`src/rtl/usb_reg_fe_mc.sv`:
```
// Multi-channel USB register frontend: host async bus -> per-channel read/write strobes.
// Optional `USB_FE_RDPIPE_EN registers reg_datai ahead of the channel mux (+1 read latency).
module usb_reg_fe_mc #(
   parameter int pADDR_WIDTH   = 21,
   parameter int pBYTECNT_SIZE = 7,
   parameter int pCHSEL_WIDTH  = 2,
   parameter int pCHANNELS     = 4,
   parameter int pISOUT_HOLD   = 3
) (
   input  logic                                          usb_clk,
   input  logic                                          rst,
   input  logic [7:0]                                    usb_din,
   output logic [7:0]                                    usb_dout,
   output logic                                          usb_isout,
   input  logic [pADDR_WIDTH-1:0]                        usb_addr,
   input  logic                                          usb_rdn,
   input  logic                                          usb_wrn,
   input  logic                                          usb_cen,
   output logic [pADDR_WIDTH-pCHSEL_WIDTH-pBYTECNT_SIZE-1:0] reg_address,
   output logic [pBYTECNT_SIZE-1:0]                      reg_bytecnt,
   output logic [pCHANNELS-1:0]                          reg_chsel,
   output logic [7:0]                                    reg_datao,
   input  logic [8*pCHANNELS-1:0]                        reg_datai,
   output logic                                          reg_read,
   output logic                                          reg_write,
   output logic                                          err_sticky
);

   localparam int RA_W   = pADDR_WIDTH - pCHSEL_WIDTH - pBYTECNT_SIZE;
   localparam int HOLD_W = $clog2(pISOUT_HOLD + 1);

   typedef enum logic [2:0] {IDLE, RD_STB, RD_CAP, RD_WAIT, WR_STB, WR_WAIT} state_t;

   state_t                   state, state_next;
   logic [pADDR_WIDTH-1:0]   addr_r;
   logic [7:0]               din_r;
   logic                     rdn_r, wrn_r, cen_r;
   logic [pCHSEL_WIDTH-1:0]  ch_idx, ch_q;
   logic                     ch_valid, ch_ok_q;
   logic [pCHANNELS-1:0]     chsel_dec;
   logic [7:0]               rd_byte;
   logic [8*pCHANNELS-1:0]   mux_src;
   logic [HOLD_W-1:0]        hold_cnt;
   logic                     armed, rst_q;
   logic                     start_rd, start_wr, set_err, load_dout;
`ifdef USB_FE_RDPIPE_EN
   logic [8*pCHANNELS-1:0]   datai_q;
   logic                     cap_wait;
`endif

   always_ff @(posedge usb_clk) begin
      if (rst) begin
         addr_r <= '0;
         din_r  <= '0;
         rdn_r  <= 1'b1;
         wrn_r  <= 1'b1;
         cen_r  <= 1'b1;
      end else begin
         addr_r <= usb_addr;
         din_r  <= usb_din;
         rdn_r  <= usb_rdn;
         wrn_r  <= usb_wrn;
         cen_r  <= usb_cen;
      end
   end

   assign ch_idx   = addr_r[pADDR_WIDTH-1 -: pCHSEL_WIDTH];
   assign ch_valid = (32'(ch_idx) < 32'(pCHANNELS));

   always_comb begin
      chsel_dec = '0;
      for (int unsigned c = 0; c < pCHANNELS; c++)
         if (32'(ch_idx) == c) chsel_dec[c] = 1'b1;
   end

`ifdef USB_FE_RDPIPE_EN
   always_ff @(posedge usb_clk) begin
      if (rst) begin
         datai_q  <= '0;
         cap_wait <= 1'b0;
      end else begin
         datai_q  <= reg_datai;
         cap_wait <= (state == RD_STB);
      end
   end
   assign mux_src = datai_q;
`else
   assign mux_src = reg_datai;
`endif

   always_comb begin
      rd_byte = '0;
      for (int unsigned c = 0; c < pCHANNELS; c++)
         if (32'(ch_q) == c) rd_byte = mux_src[8*c +: 8];
   end

   always_comb begin
      state_next = state;
      start_rd   = 1'b0;
      start_wr   = 1'b0;
      set_err    = 1'b0;
      load_dout  = 1'b0;
      case (state)
         IDLE: begin
            if (armed && !cen_r && !rdn_r) begin
               state_next = RD_STB;
               start_rd   = 1'b1;
               set_err    = !wrn_r;
            end else if (armed && !cen_r && !wrn_r) begin
               state_next = WR_STB;
               start_wr   = 1'b1;
            end
         end
         RD_STB: state_next = RD_CAP;
         RD_CAP: begin
`ifdef USB_FE_RDPIPE_EN
            if (!cap_wait) begin
               load_dout  = 1'b1;
               set_err    = !ch_ok_q;
               state_next = RD_WAIT;
            end
`else
            load_dout  = 1'b1;
            set_err    = !ch_ok_q;
            state_next = RD_WAIT;
`endif
         end
         RD_WAIT: if (rdn_r || cen_r) state_next = IDLE;
         WR_STB: begin
            set_err    = !ch_ok_q;
            state_next = WR_WAIT;
         end
         WR_WAIT: if (wrn_r || cen_r) state_next = IDLE;
         default: state_next = IDLE;
      endcase
   end

   always_ff @(posedge usb_clk) begin
      if (rst) state <= IDLE;
      else     state <= state_next;
   end

   // Re-arm needs rdn/wrn seen high; rst_q blocks the reset-forced high values from arming.
   always_ff @(posedge usb_clk) begin
      if (rst) begin
         armed <= 1'b0;
         rst_q <= 1'b1;
      end else begin
         rst_q <= 1'b0;
         if (start_rd || start_wr)        armed <= 1'b0;
         else if (!rst_q && rdn_r && wrn_r) armed <= 1'b1;
      end
   end

   always_ff @(posedge usb_clk) begin
      if (rst) begin
         reg_address <= '0;
         reg_bytecnt <= '0;
         reg_chsel   <= '0;
         reg_datao   <= '0;
         ch_q        <= '0;
         ch_ok_q     <= 1'b0;
         usb_dout    <= '0;
         err_sticky  <= 1'b0;
      end else begin
         if (start_rd || start_wr) begin
            reg_address <= addr_r[pBYTECNT_SIZE +: RA_W];
            reg_bytecnt <= addr_r[pBYTECNT_SIZE-1:0];
            reg_chsel   <= chsel_dec;
            ch_q        <= ch_idx;
            ch_ok_q     <= ch_valid;
         end
         if (start_wr)  reg_datao  <= din_r;
         if (load_dout) usb_dout   <= rd_byte;
         if (set_err)   err_sticky <= 1'b1;
      end
   end

   assign reg_read  = (state == RD_STB);
   assign reg_write = (state == WR_STB) && ch_ok_q;

   // Loaded on the edge where rdn_r rises so usb_isout has no gap between rdn_r and the hold.
   always_ff @(posedge usb_clk) begin
      if (rst)                      hold_cnt <= '0;
      else if (usb_rdn && !rdn_r)   hold_cnt <= HOLD_W'(pISOUT_HOLD);
      else if (!usb_rdn && rdn_r)   hold_cnt <= '0;
      else if (hold_cnt != '0)      hold_cnt <= hold_cnt - 1'b1;
   end

   assign usb_isout = !rdn_r || (hold_cnt != '0);

endmodule
```
`config.mk`:
```
export PLATFORM = sky130hd
export DESIGN_NAME = usb_reg_fe_mc
export DESIGN_NICKNAME = d
export VERILOG_FILES = /design/src/rtl/usb_reg_fe_mc.sv
export SDC_FILE = /design/constraint.sdc
export NUM_CORES = 1
export LEC_CHECK = 0
export ABC_AREA = 0
export CORE_AREA = 2 2 85 120
export CTS_BUF_LIST = sky130_fd_sc_hd__clkbuf_4
export DETAILED_ROUTE_END_ITERATION = 10
export DIE_AREA = 0 0 87 122
export MAX_ROUTING_LAYER = met4
export SYNTH_ARGS = -nofsm -noshare
export SYNTH_HDL_FRONTEND = slang
export SYNTH_SLANG_ARGS = --single-unit
export TNS_END_PERCENT = 100
```
`constraint.sdc`:
```
create_clock -name usb_clk -period 3.2 [get_ports usb_clk]
set_input_delay 0.32 -clock usb_clk [delete_from_list [all_inputs] [get_ports usb_clk]]
set_output_delay 0.32 -clock usb_clk [all_outputs]
set_load 0.01 [all_outputs]
```
==> flow_summary.rst <==
.. list-table::
   :header-rows: 1

   * - Metric
     - Value
   * - Worst IR drop on VDD
     - 214.1 uV
   * - Floorplan die area
     - 10610 um^2
   * - Clock network fraction of total power
     - 30.8%
   * - GPL Wtd Cong
     - 0.8474
   * - Final number of hold-violating endpoints
     - 0
   * - Data arrival time at the worst-slack endpoint
     - 1.83 ns
   * - Root Buffer Master
     - sky130_fd_sc_hd__clkbuf_4
   * - Number of input and output port buffers inserted
     - 108
   * - Final Max Slew Viols
     - 0
   * - Clk Latency, worst-skew pair
     - 0.43 ns
   * - Required time of the critical path
     - 2.88 ns
   * - Yosys reg bits
     - 82
   * - Vias in the first global route
     - 2492
   * - Mean number of vias per cell
     - 4.692
   * - Initial antenna violation count
     - 0
   * - Proportion of synthesized flip-flops having asynchronous set or reset
     - 0%
   * - Post-CTS setup repair buffer count
     - 0
   * - Global-route wire length before repair
     - 11.43 mm
   * - Initial detailed-routing violation count
     - 111
   * - Area share of the leading cell type in the synthesized netlist
     - 49.87%
   * - Die span in x
     - 87 um
   * - Pin count of the biggest net entering global routing
     - 70
   * - Final worst path period need
     - 2.152 ns
   * - Crit share post-route
     - 67.24%
   * - Antenna violation net count after detailed routing
     - 0
   * - Number of clock sinks
     - 82
   * - Layout area overhead
     - 37.40%
   * - Worst setup path class
     - reg -> out
   * - Fillcell total
     - 950
   * - DRT Pass-1 Iters
     - 4
   * - Number of distinct library cell variants in the gate-level netlist after synthesis
     - 39
   * - Cell count after synthesis
     - 319
   * - Share of final-layout standard cells stronger than drive strength 1
     - 10.64%
   * - Remaining global-route overflow
     - 0
   * - Sw Share
     - 23.55%
   * - Cells traversed along the worst timing path
     - inv_2 > nor3_1 > clkdlybuf4s50_1
   * - Global router's overall resource usage
     - 14.18%
   * - Power Internal
     - 0.001423 W
   * - Most common library cells after synthesis
     - 82 x sky130_fd_sc_hd__dfxtp_1, 46 x sky130_fd_sc_hd__nand2b_1, 31 x sky130_fd_sc_hd__nor2b_1
   * - Flop pwr share
     - 57.8%
   * - Worst hold margin
     - 0.4289 ns
   * - Final antenna diode count
     - 0
   * - Highest-delay cell along the critical path
     - sky130_fd_sc_hd__clkdlybuf4s50_1
   * - Synth Flop Type
     - sky130_fd_sc_hd__dfxtp_1
   * - Sw Pwr
     - 0.0004382 W
   * - Largest cells by area after synthesis
     - sky130_fd_sc_hd__dfxtp_1 50%, sky130_fd_sc_hd__nand2b_1 8.7%, sky130_fd_sc_hd__mux2i_1 7.3%, sky130_fd_sc_hd__nor2b_1 5.9%, sky130_fd_sc_hd__mux4_2 5.5%
   * - # DRC
     - 0
   * - Setup Viol. Count Final
     - 0
   * - Total nets after synthesis
     - 388
   * - Share of the yosys chip area belonging to registers
     - 49.87%
   * - Leakage power
     - 1.577 nW
   * - Effective utilization at floorplan
     - 34.18%
   * - Worst hold-check path type
     - in -> reg
   * - Slew HR
     - 35.83%
   * - Worst-case clock buffer depth
     - 2
   * - H-tree level count
     - 3
   * - Startpoint Class
     - flop
   * - Nets@finish
     - 487
   * - Number of maximum-capacitance violations
     - 0
   * - Clk slew on worst S/H paths
     - 0.13 ns
   * - Vertical die dimension
     - 122 um
   * - Number of gates resized after cts
     - 0
   * - Cell with the most instances after synthesis
     - sky130_fd_sc_hd__dfxtp_1
   * - Std cell rows
     - 43
   * - Critical path's largest stage delay
     - 0.58 ns
   * - CP delay by family, top
     - buffers and inverters
   * - Cell area power density
     - 411.4 nW/um^2
   * - Syn_area_per_cell
     - 10.32 um^2
   * - Fmax
     - 0.4647 GHz
   * - Top-level port count
     - 109
   * - Post-DP HPWL
     - 5.138 mm
   * - Final routed wire length divided by cell count
     - 13.11 um
   * - Largest area contributor in the netlist
     - sky130_fd_sc_hd__dfxtp_1
   * - Run status
     - complete, no violations
   * - Unrepaired setup endpoints after global routing
     - false
   * - Slew at the pin closest to its max-slew limit
     - 0.9626 ns
   * - Capturing element type of the critical path
     - primary output
   * - Count of vias placed by the detailed router
     - 2510
   * - Hold buffer count at CTS
     - 0
   * - Clock Skew
     - 0.009642 ns
   * - Post-Synthesis Cell Area
     - 3292 um^2
   * - Number of buffers created by CTS
     - 9
   * - Crit Path Max Fanout
     - 9
   * - Portion of total power attributed to combinational logic
     - 11.4%
   * - CTS tree
     - built
   * - Total Neg Setup Slack
     - 0 ns
   * - Total Routed Length
     - 7.013 mm
   * - Number of synthesized flops with an enable pin
     - 0
   * - Buf+Inv Stages, Crit Path
     - 2
   * - Core region area
     - 9630 um^2
   * - Syn. warnings
     - 0
## per-stage QoR
step           setup WS, ns  area (um^2)  power, W  utilization, %  instances
3_5_place_dp          1.239         4395  0.001313           45.64        519
4_1_cts               1.020         4523  0.001894           46.97        535
5_1_grt              0.9030         4523  0.001959           46.97        535
6_report              1.048         4523  0.001861           46.97        535
2_1_floorplan         1.693         3292  0.001199               -        319
3_3_place_gp          1.270         4395  0.001307           45.64        519
## routing by layer
metal	up-vias	part of all wire (%)	track usage, %
met5	-	0	-
met4	0	2.7	7.617
met3	15	7.0	3.862
met2	91	49	22.76
met1	1135	41	15.85
li1	1269	-	-
## cell families (layout without fill, tap and decap cells)
kind of cell	count (synthesis)	in the layout	share of synthesized area, %
and+or+nand+nor	134	134	24.33
adders and majority gates	3	3	1.140
muxes	33	33	13.11
DFF	82	82	49.87
xor gates and xnor gates	1	1	0.2661
AOI/OAI and AO/OA	38	38	6.576
buffers and inverters	28	132	4.713
## flip-flops by register name, summed over array words and instances, names as in the netlist
register and count:
reg_bytecnt 7, reg_datao 8, usb_dout 8, reg_address 12
armed 1, ch_ok_q 1, rdn_r 1, reg_chsel 4
err_sticky 1, rst_q 1, addr_r 21, ch_q 2
hold_cnt 2, state 3, cen_r 1, din_r 8
wrn_r 1
## worst paths after layout
kind                                            start  slack [ns]  cells past startpoint                     endpoint
worst max register to register  state[2]$_SDFFE_PP0P_        1.23                      4  reg_address[1]$_SDFFE_PP0P_
worst max-delay path            state[0]$_SDFFE_PP0P_        1.05                      3                     reg_read
worst min register to register          rst_q$_DFF_P_        0.44                      1           armed$_SDFFE_PP0P_
worst min-delay path                       usb_din[3]        0.43                      2          din_r[3]$_SDFF_PP0_
## power groups by stage
stage               combinational, W  clock [W]  sequential [W]
floorplan                   0.000105          0         0.00109
global placement            0.000208          0         0.00110
detailed placement          0.000214          0         0.00110
CTS                         0.000215   0.000603         0.00108
global route                0.000233   0.000644         0.00108
finish                      0.000211   0.000574         0.00108
## layout make-up
type / count / area, um^2 / area share, %
repair buffers: 111 / 1099 / 24.29
flip-flops and latches: 82 / 1642 / 36.29
well taps: 112 / 140.1 / 3.098
inverters: 5 / 18.77 / 0.4149
multi-input cells: 209 / 1496 / 33.08
clock inverters: 7 / 60.06 / 1.328
clock buffers: 9 / 67.56 / 1.494
## cells in the final DEF (no fill, tap or decap), drive strengths merged, types with 9 or more instances in the layout
cell / n
nand3: 11
clkbuf: 9
o21ai: 11
nand2b: 46
nor2b: 31
clkdlybuf4s50: 107
dfxtp: 82
nand2: 19
mux2i: 24
a21oi: 19
Power figures use the tool's default switching activity.
